### src/rtl/vrased_log_pkg.sv
// Shared constants and types for the violation log path (logger, log RAM,
// drain). Holds the entry geometry, RAM capacity, the drain FSM state
// encoding and a helper that pads an entry out to whole bytes.
package vrased_log_pkg;

    localparam int ENTRY_W         = 37;
    localparam int ADDR_W          = 16;
    localparam logic [15:0] MAX_ENTRIES = 16'd1024;
    localparam int BYTES_PER_ENTRY = 5;
    localparam int SER_W           = 8 * BYTES_PER_ENTRY;

    typedef enum logic [2:0] {
        IDLE  = 3'd0,
        READ  = 3'd1,
        WAIT  = 3'd2,
        SEND  = 3'd3,
        CLEAR = 3'd4
    } drain_state_e;

    // Zero-extend a log entry to the byte-aligned serializer width.
    function automatic logic [SER_W-1:0] pad_entry(input logic [ENTRY_W-1:0] entry);
        pad_entry = {{(SER_W - ENTRY_W){1'b0}}, entry};
    endfunction

endpackage

### src/rtl/log_byte_ser.sv
// Byte serializer for one padded log entry.
// Ports:
//   clk, reset_n   - clock, asynchronous active-low reset
//   load           - load load_data and start presenting byte 0
//   load_data      - padded entry, byte 0 = bits 7:0
//   tx_ready       - consumer accepts the current byte
//   tx_data        - current byte (register output, stable while stalled)
//   tx_valid       - tx_data is valid
//   done           - high in the cycle the last byte is accepted
module log_byte_ser (
    input  logic                             clk,
    input  logic                             reset_n,
    input  logic                             load,
    input  logic [vrased_log_pkg::SER_W-1:0] load_data,
    input  logic                             tx_ready,
    output logic [7:0]                       tx_data,
    output logic                             tx_valid,
    output logic                             done
);
    import vrased_log_pkg::*;

    localparam logic [2:0] LAST_IDX = 3'(BYTES_PER_ENTRY - 1);

    logic [SER_W-1:0] shift_r;
    logic [2:0]       idx_r;
    logic             valid_r;

    // Load, then shift one byte out per accepted handshake.
    always_ff @(posedge clk or negedge reset_n) begin
        if (!reset_n) begin
            shift_r <= '0;
            idx_r   <= 3'd0;
            valid_r <= 1'b0;
        end else if (load) begin
            shift_r <= load_data;
            idx_r   <= 3'd0;
            valid_r <= 1'b1;
        end else if (valid_r && tx_ready) begin
            shift_r <= {8'h00, shift_r[SER_W-1:8]};
            if (idx_r == LAST_IDX) begin
                idx_r   <= 3'd0;
                valid_r <= 1'b0;
            end else begin
                idx_r   <= idx_r + 3'd1;
            end
        end
    end

    // The byte on the wire is the low byte of the shift register, so it
    // never depends combinationally on tx_ready.
    assign tx_data  = shift_r[7:0];
    assign tx_valid = valid_r;
    // Internal completion strobe: lets the FSM move on in the same cycle as
    // the final handshake so an entry costs exactly five SEND cycles.
    assign done     = valid_r && tx_ready && (idx_r == LAST_IDX);

endmodule

### src/rtl/log_drain.sv
// Log readout stage: counts logger writes, and on drain_req reads every
// logged entry through the RAM read port, streams each as 5 bytes, then
// pulses clr_ram to empty the log.
// Ports:
//   clk, reset_n            - clock, asynchronous active-low reset
//   log_we                  - logger write strobe (sequential addresses from 0)
//   drain_req               - single-cycle drain request (ignored unless idle)
//   ram_re, ram_rd_addr     - RAM read port request
//   ram_rd_data             - RAM read data, valid one cycle after ram_re
//   tx_data/tx_valid/tx_ready - byte stream toward the debug UART
//   clr_ram                 - one-cycle log clear pulse
//   busy                    - FSM is not idle
//   overflow                - sticky: a write arrived while the log was full
module log_drain #(
    parameter int                ENTRY_W     = vrased_log_pkg::ENTRY_W,
    parameter int                ADDR_W      = vrased_log_pkg::ADDR_W,
    parameter logic [ADDR_W-1:0] MAX_ENTRIES = vrased_log_pkg::MAX_ENTRIES
) (
    input  logic               clk,
    input  logic               reset_n,
    input  logic               log_we,
    input  logic               drain_req,
    output logic               ram_re,
    output logic [ADDR_W-1:0]  ram_rd_addr,
    input  logic [ENTRY_W-1:0] ram_rd_data,
    output logic [7:0]         tx_data,
    output logic               tx_valid,
    input  logic               tx_ready,
    output logic               clr_ram,
    output logic               busy,
    output logic               overflow
);
    import vrased_log_pkg::*;

    localparam logic [ADDR_W:0] MAX_EXT = {1'b0, MAX_ENTRIES};
    localparam logic [ADDR_W:0] CNT_ONE = {{ADDR_W{1'b0}}, 1'b1};

    drain_state_e      state_r;
    logic [ADDR_W:0]   entry_cnt_r;
    logic [ADDR_W-1:0] rd_ptr_r;
    logic [ADDR_W-1:0] rd_addr_r;
    logic              overflow_r;

    logic              cnt_inc_s;
    logic              ovf_hit_s;
    logic [ADDR_W:0]   cnt_next_s;
    logic [ADDR_W-1:0] rd_ptr_inc_s;
    logic [ADDR_W:0]   rd_ptr_inc_ext_s;
    logic              clr_s;
    logic              ser_load_s;
    logic              ser_done_s;

    // Write accounting, next read pointer and the clear decision.
    always_comb begin
        cnt_inc_s        = 1'b0;
        ovf_hit_s        = 1'b0;
        cnt_next_s       = entry_cnt_r;
        rd_ptr_inc_s     = rd_ptr_r + {{(ADDR_W-1){1'b0}}, 1'b1};
        rd_ptr_inc_ext_s = {1'b0, rd_ptr_r} + CNT_ONE;
        if (log_we) begin
            if (entry_cnt_r < MAX_EXT) begin
                cnt_inc_s  = 1'b1;
                cnt_next_s = entry_cnt_r + CNT_ONE;
            end else begin
                ovf_hit_s  = 1'b1;
            end
        end else begin
            cnt_inc_s = 1'b0;
        end
        // A write landing in CLEAR cancels the clear so the late entry is
        // drained first. A write dropped because the log is full cannot be
        // read back, so it does not hold off the clear.
        clr_s      = (state_r == CLEAR) && !cnt_inc_s;
        ser_load_s = (state_r == WAIT);
    end

    // Drain FSM together with the entry counter, read pointer and overflow.
    always_ff @(posedge clk or negedge reset_n) begin
        if (!reset_n) begin
            state_r     <= IDLE;
            entry_cnt_r <= '0;
            rd_ptr_r    <= '0;
            rd_addr_r   <= '0;
            overflow_r  <= 1'b0;
        end else begin
            if (clr_s) begin
                entry_cnt_r <= '0;
                overflow_r  <= 1'b0;
            end else begin
                entry_cnt_r <= cnt_next_s;
                overflow_r  <= overflow_r | ovf_hit_s;
            end

            case (state_r)
                IDLE: begin
                    if (drain_req && (entry_cnt_r != '0)) begin
                        state_r   <= READ;
                        rd_addr_r <= rd_ptr_r;
                    end else begin
                        state_r   <= IDLE;
                    end
                end
                READ: begin
                    state_r <= WAIT;
                end
                WAIT: begin
                    state_r <= SEND;
                end
                SEND: begin
                    if (ser_done_s) begin
                        rd_ptr_r <= rd_ptr_inc_s;
                        // Compare against the count including this cycle's
                        // write so a same-cycle entry is not skipped.
                        if (rd_ptr_inc_ext_s < cnt_next_s) begin
                            state_r   <= READ;
                            rd_addr_r <= rd_ptr_inc_s;
                        end else begin
                            state_r   <= CLEAR;
                        end
                    end else begin
                        state_r <= SEND;
                    end
                end
                CLEAR: begin
                    if (clr_s) begin
                        rd_ptr_r <= '0;
                        state_r  <= IDLE;
                    end else begin
                        state_r   <= READ;
                        rd_addr_r <= rd_ptr_r;
                    end
                end
                default: begin
                    state_r <= IDLE;
                end
            endcase
        end
    end

    log_byte_ser u_ser (
        .clk       (clk),
        .reset_n   (reset_n),
        .load      (ser_load_s),
        .load_data (pad_entry(ram_rd_data)),
        .tx_ready  (tx_ready),
        .tx_data   (tx_data),
        .tx_valid  (tx_valid),
        .done      (ser_done_s)
    );

    assign ram_re      = (state_r == READ);
    assign ram_rd_addr = rd_addr_r;
    assign clr_ram     = clr_s;
    assign busy        = (state_r != IDLE);
    assign overflow    = overflow_r;

endmodule

### config.mk
export PLATFORM = sky130hd
export DESIGN_NAME = log_drain
export DESIGN_NICKNAME = d
export VERILOG_FILES = /design/src/rtl/vrased_log_pkg.sv /design/src/rtl/log_byte_ser.sv /design/src/rtl/log_drain.sv
export SDC_FILE = /design/constraint.sdc
export NUM_CORES = 1
export LEC_CHECK = 0
export CAP_MARGIN = 40
export CORE_ASPECT_RATIO = 1.1
export CORE_UTILIZATION = 35
export DETAILED_ROUTE_END_ITERATION = 10
export PLACE_DENSITY_LB_ADDON = 0.05
export REMOVE_ABC_BUFFERS = 1
export SLEW_MARGIN = 40
export SYNTH_ARGS = -nofsm -noshare
export SYNTH_HDL_FRONTEND = slang
export SYNTH_HIERARCHICAL = 1
export SYNTH_SLANG_ARGS = --single-unit
### constraint.sdc
create_clock -name clk -period 5.2 [get_ports clk]
set_clock_uncertainty 0.2 [all_clocks]
set_input_delay 1.04 -clock clk [delete_from_list [all_inputs] [get_ports clk]]
set_output_delay 1.04 -clock clk [all_outputs]
set_load 0.03 [all_outputs]
==> metrics.txt <==
wire length reported by the detailed router 15.0 mm; nets 728; final critical path time including I/O delays and setup 4.87 ns; hold buffers post-CTS 0; Hold Path Origin ram_rd_addr[13]; clk sink count 97; antenna violations before repair 0; Lkg Pwr 2.89 nW; highest attainable clock frequency 0.205 GHz; remaining antenna violation count after routing 0; transition time at the pin with the least slew margin 0.798 ns; first-pass GRT wire length 24.2 mm; Endpoint, Worst Hold ram_rd_addr[13]; most area-consuming cells after synthesis dfrtp_1, nand2_1, nand4b_1, ha_1, nand2b_1; worst hold path cell count 2; number of filler cells placed in the layout 1569; Placed Cells incl. Taps 854; share of the yosys chip area belonging to registers 43.0%; number of warnings issued by yosys 6; Post-CTS Setup Repair Bufs 0; pre-CTS worst setup slack -0.103 ns; Syn Inst Count 611; Worst setup SP type input port; floorplan core area 15700 sq um; outcome finished, final reports clean; clock buffer count from CTS 9; post-CTS sizing 0; most used flip-flop cell after synthesis dfrtp_1; RSZ-0062 raised after global routing no; arrival time at the worst endpoint 4.89 ns; unique cell type count in the Yosys netlist 59; Placer Congestion 0.858; worst reg2reg path startpoint rd_ptr_r[0]; residual overflow from global routing 0; share of post-route cells with drive strength above 1 8.97%; Max-Cap Viols 0; overall die height 135 microns; async set or reset register ratio after synthesis 100%; reg2reg setup slack 0.74 ns; number of cell rows 48; Hold Crit Class reg -> reg; count of flip-flops with a built-in enable after synthesis 0; Post-Synthesis Mean Instance Area 9.23 sq um; period utilization 93.6%; sequential standard cell area 2430 sq um; DR pass1 iterations 5; later-pin clock latency in the skew report 0.35 ns; endpoint of the most critical register-to-register path ram_rd_addr[7]; First DRT Iteration DRCs 332; average routed wire per standard cell 17.2 microns; Die W 123 microns; Die Outline Area 16600 sq um; Final setup violation count 0; area of the multi-input gates 2840 sq um; clock edge transition at the registers on the reported setup and hold paths 0.07 ns; vias per cell 5.36; setup TNS 0 ns; worst-case vdd ir drop 0.159 mV; library cell occupying the most area in the post-synthesis netlist dfrtp_1; worst slew slack as a fraction of its limit 46.5%; vias in the first global route 4615; crit path setup slack, layout 0.331 ns; most frequently used cell type in the post-synthesis netlist dfrtp_1; total via count in the routed design 4657; final std cells w/o fill 869; total power after layout 2.62 mW; crit path capture type flip-flop; synthesis-to-layout area growth 21.3%; final hold viol count 0; summed instance area of the synthesized netlist 5640 sq um; diodes inserted 0; starting density of the core 35.8%; worst endpoint required time 5.22 ns; Setup CP Type in -> reg; all-layer global routing usage 18.9%; Worst Reg2Reg Path Length in Cells 14; area share of the leading cell type in the synthesized netlist 43.0%; maximum number of pins on one net before global-route repair 120; number of DRC violations after detailed routing 0; buffer cell driving the clock tree root clkbuf_16; HPWL Detailed 9.86 mm; largest fanout on the critical path 9; list of most frequent post-synthesis cells dfrtp_1, nand2_1, nand2b_1, nand4b_1, nor2_1; FF+latch count, synth 97; count of final max-slew check failures 0; Top-Level Pins 71; number of buffers between clock root and the deepest sink 2; Power per Cell Area 384 nW/um^2; CTS H-tree depth 3; number of port buffers 70; TritonCTS clock tree yes
per-layer routing:
| metal | part of all wire [%] | up-vias | GRT usage, % |
|---|---|---|---|
| met5 | 0 | - | 0 |
| met4 | 1.3 | 0 | 6.43 |
| li1 | - | 2263 | - |
| met3 | 3.7 | 11 | 2.48 |
| met2 | 49 | 107 | 32.0 |
| met1 | 46 | 2276 | 24.9 |
critical path, stage by stage:
cell and delay (ns):
clkdlybuf4s50_1 0.48, or4b_2 0.62, nor2_1 0.24, nand4_1 0.19, nor3_1 0.17, nor2_1 0.08
ha_1 0.30, nand4_1 0.11, or4_1 0.57, nor4b_2 0.35, nor4_1 0.10, buf_4 0.19
a31o_2 0.23, a22oi_1 0.13, o31ai_1 0.09
cell usage in the layout (no fill, tap or decap), types with 3 or more instances in the layout:
cell             instances
clkbuf_16                9
clkdlybuf4s50_1         69
conb_1                   3
o211ai_1                25
nand2b_1                35
nor3_1                   7
buf_4                   25
and2_1                   5
o21ai_1                  8
nand4_1                  6
and3_1                   8
inv_1                   29
nand4b_1                35
a21oi_1                 18
a32o_1                   3
o211ai_2                 3
o31ai_1                  6
o22ai_1                  4
a22oi_1                  6
nand2_1                 84
a221o_1                  4
dfrtp_1                 97
o311ai_2                 5
ha_1                    21
xor2_1                  14
o21ai_0                 28
a21o_1                   3
xnor2_1                 11
o311ai_1                 3
nand3_1                 16
nor4_1                   5
nor2_1                  33
state kept, by name (all words and copies together) (netlist names):
register and count:
entry_cnt_r 17, overflow 1, ram_rd_addr 16, rd_ptr_r 16
state_r 3, u_ser/idx_r 3, u_ser/shift_r 40, u_ser/tx_valid 1
through the flow:
stage | hold slack, ns | instance area [sq um] | utilization, %
finish | 0.281 | 6840 | 43.5
global route | 0.318 | 6840 | 43.5
CTS | 0.296 | 6830 | 43.4
detailed placement | 0.281 | 6520 | 41.4
global placement | 0.269 | 6500 | 41.3
floorplan | 0.259 | 5350 | -
how the worst max path moves through the flow:
stage / endpoint / cells past startpoint / from
floorplan: u_ser/shift_r[3] / 3 / state_r[2]
global placement: ram_rd_addr[7] / 15 / log_we
detailed placement: ram_rd_addr[7] / 15 / log_we
CTS: ram_rd_addr[7] / 15 / log_we
global route: ram_rd_addr[7] / 15 / log_we
finish: ram_rd_addr[7] / 15 / log_we
logic make-up after synthesis:
logic type	count (synthesis)	synth area share, %
buf+inv	84	7.17
mux	2	0.355
compound gates	132	17.0
other cells	1	0.0665
xor+xnor	25	3.88
fa+ha+maj	21	4.66
flops	97	43.0
simple gates	249	23.9
report_power, final:
| group | internal, mW | switching [mW] |
|---|---|---|
| clock network | 0.432 | 0.289 |
| registers | 0.917 | 0.116 |
| logic | 0.374 | 0.497 |
cell type report:
type,instances,area share (%)
Inverter,29,1.59
Multi-Input combinational cell,432,41.5
Sequential cell,97,35.5
Tap cell,200,3.66
Timing Repair Buffer,96,13.2
Clock inverter,3,0.951
Clock buffer,12,3.60
Note: power is estimated with default switching activity, not from simulation.
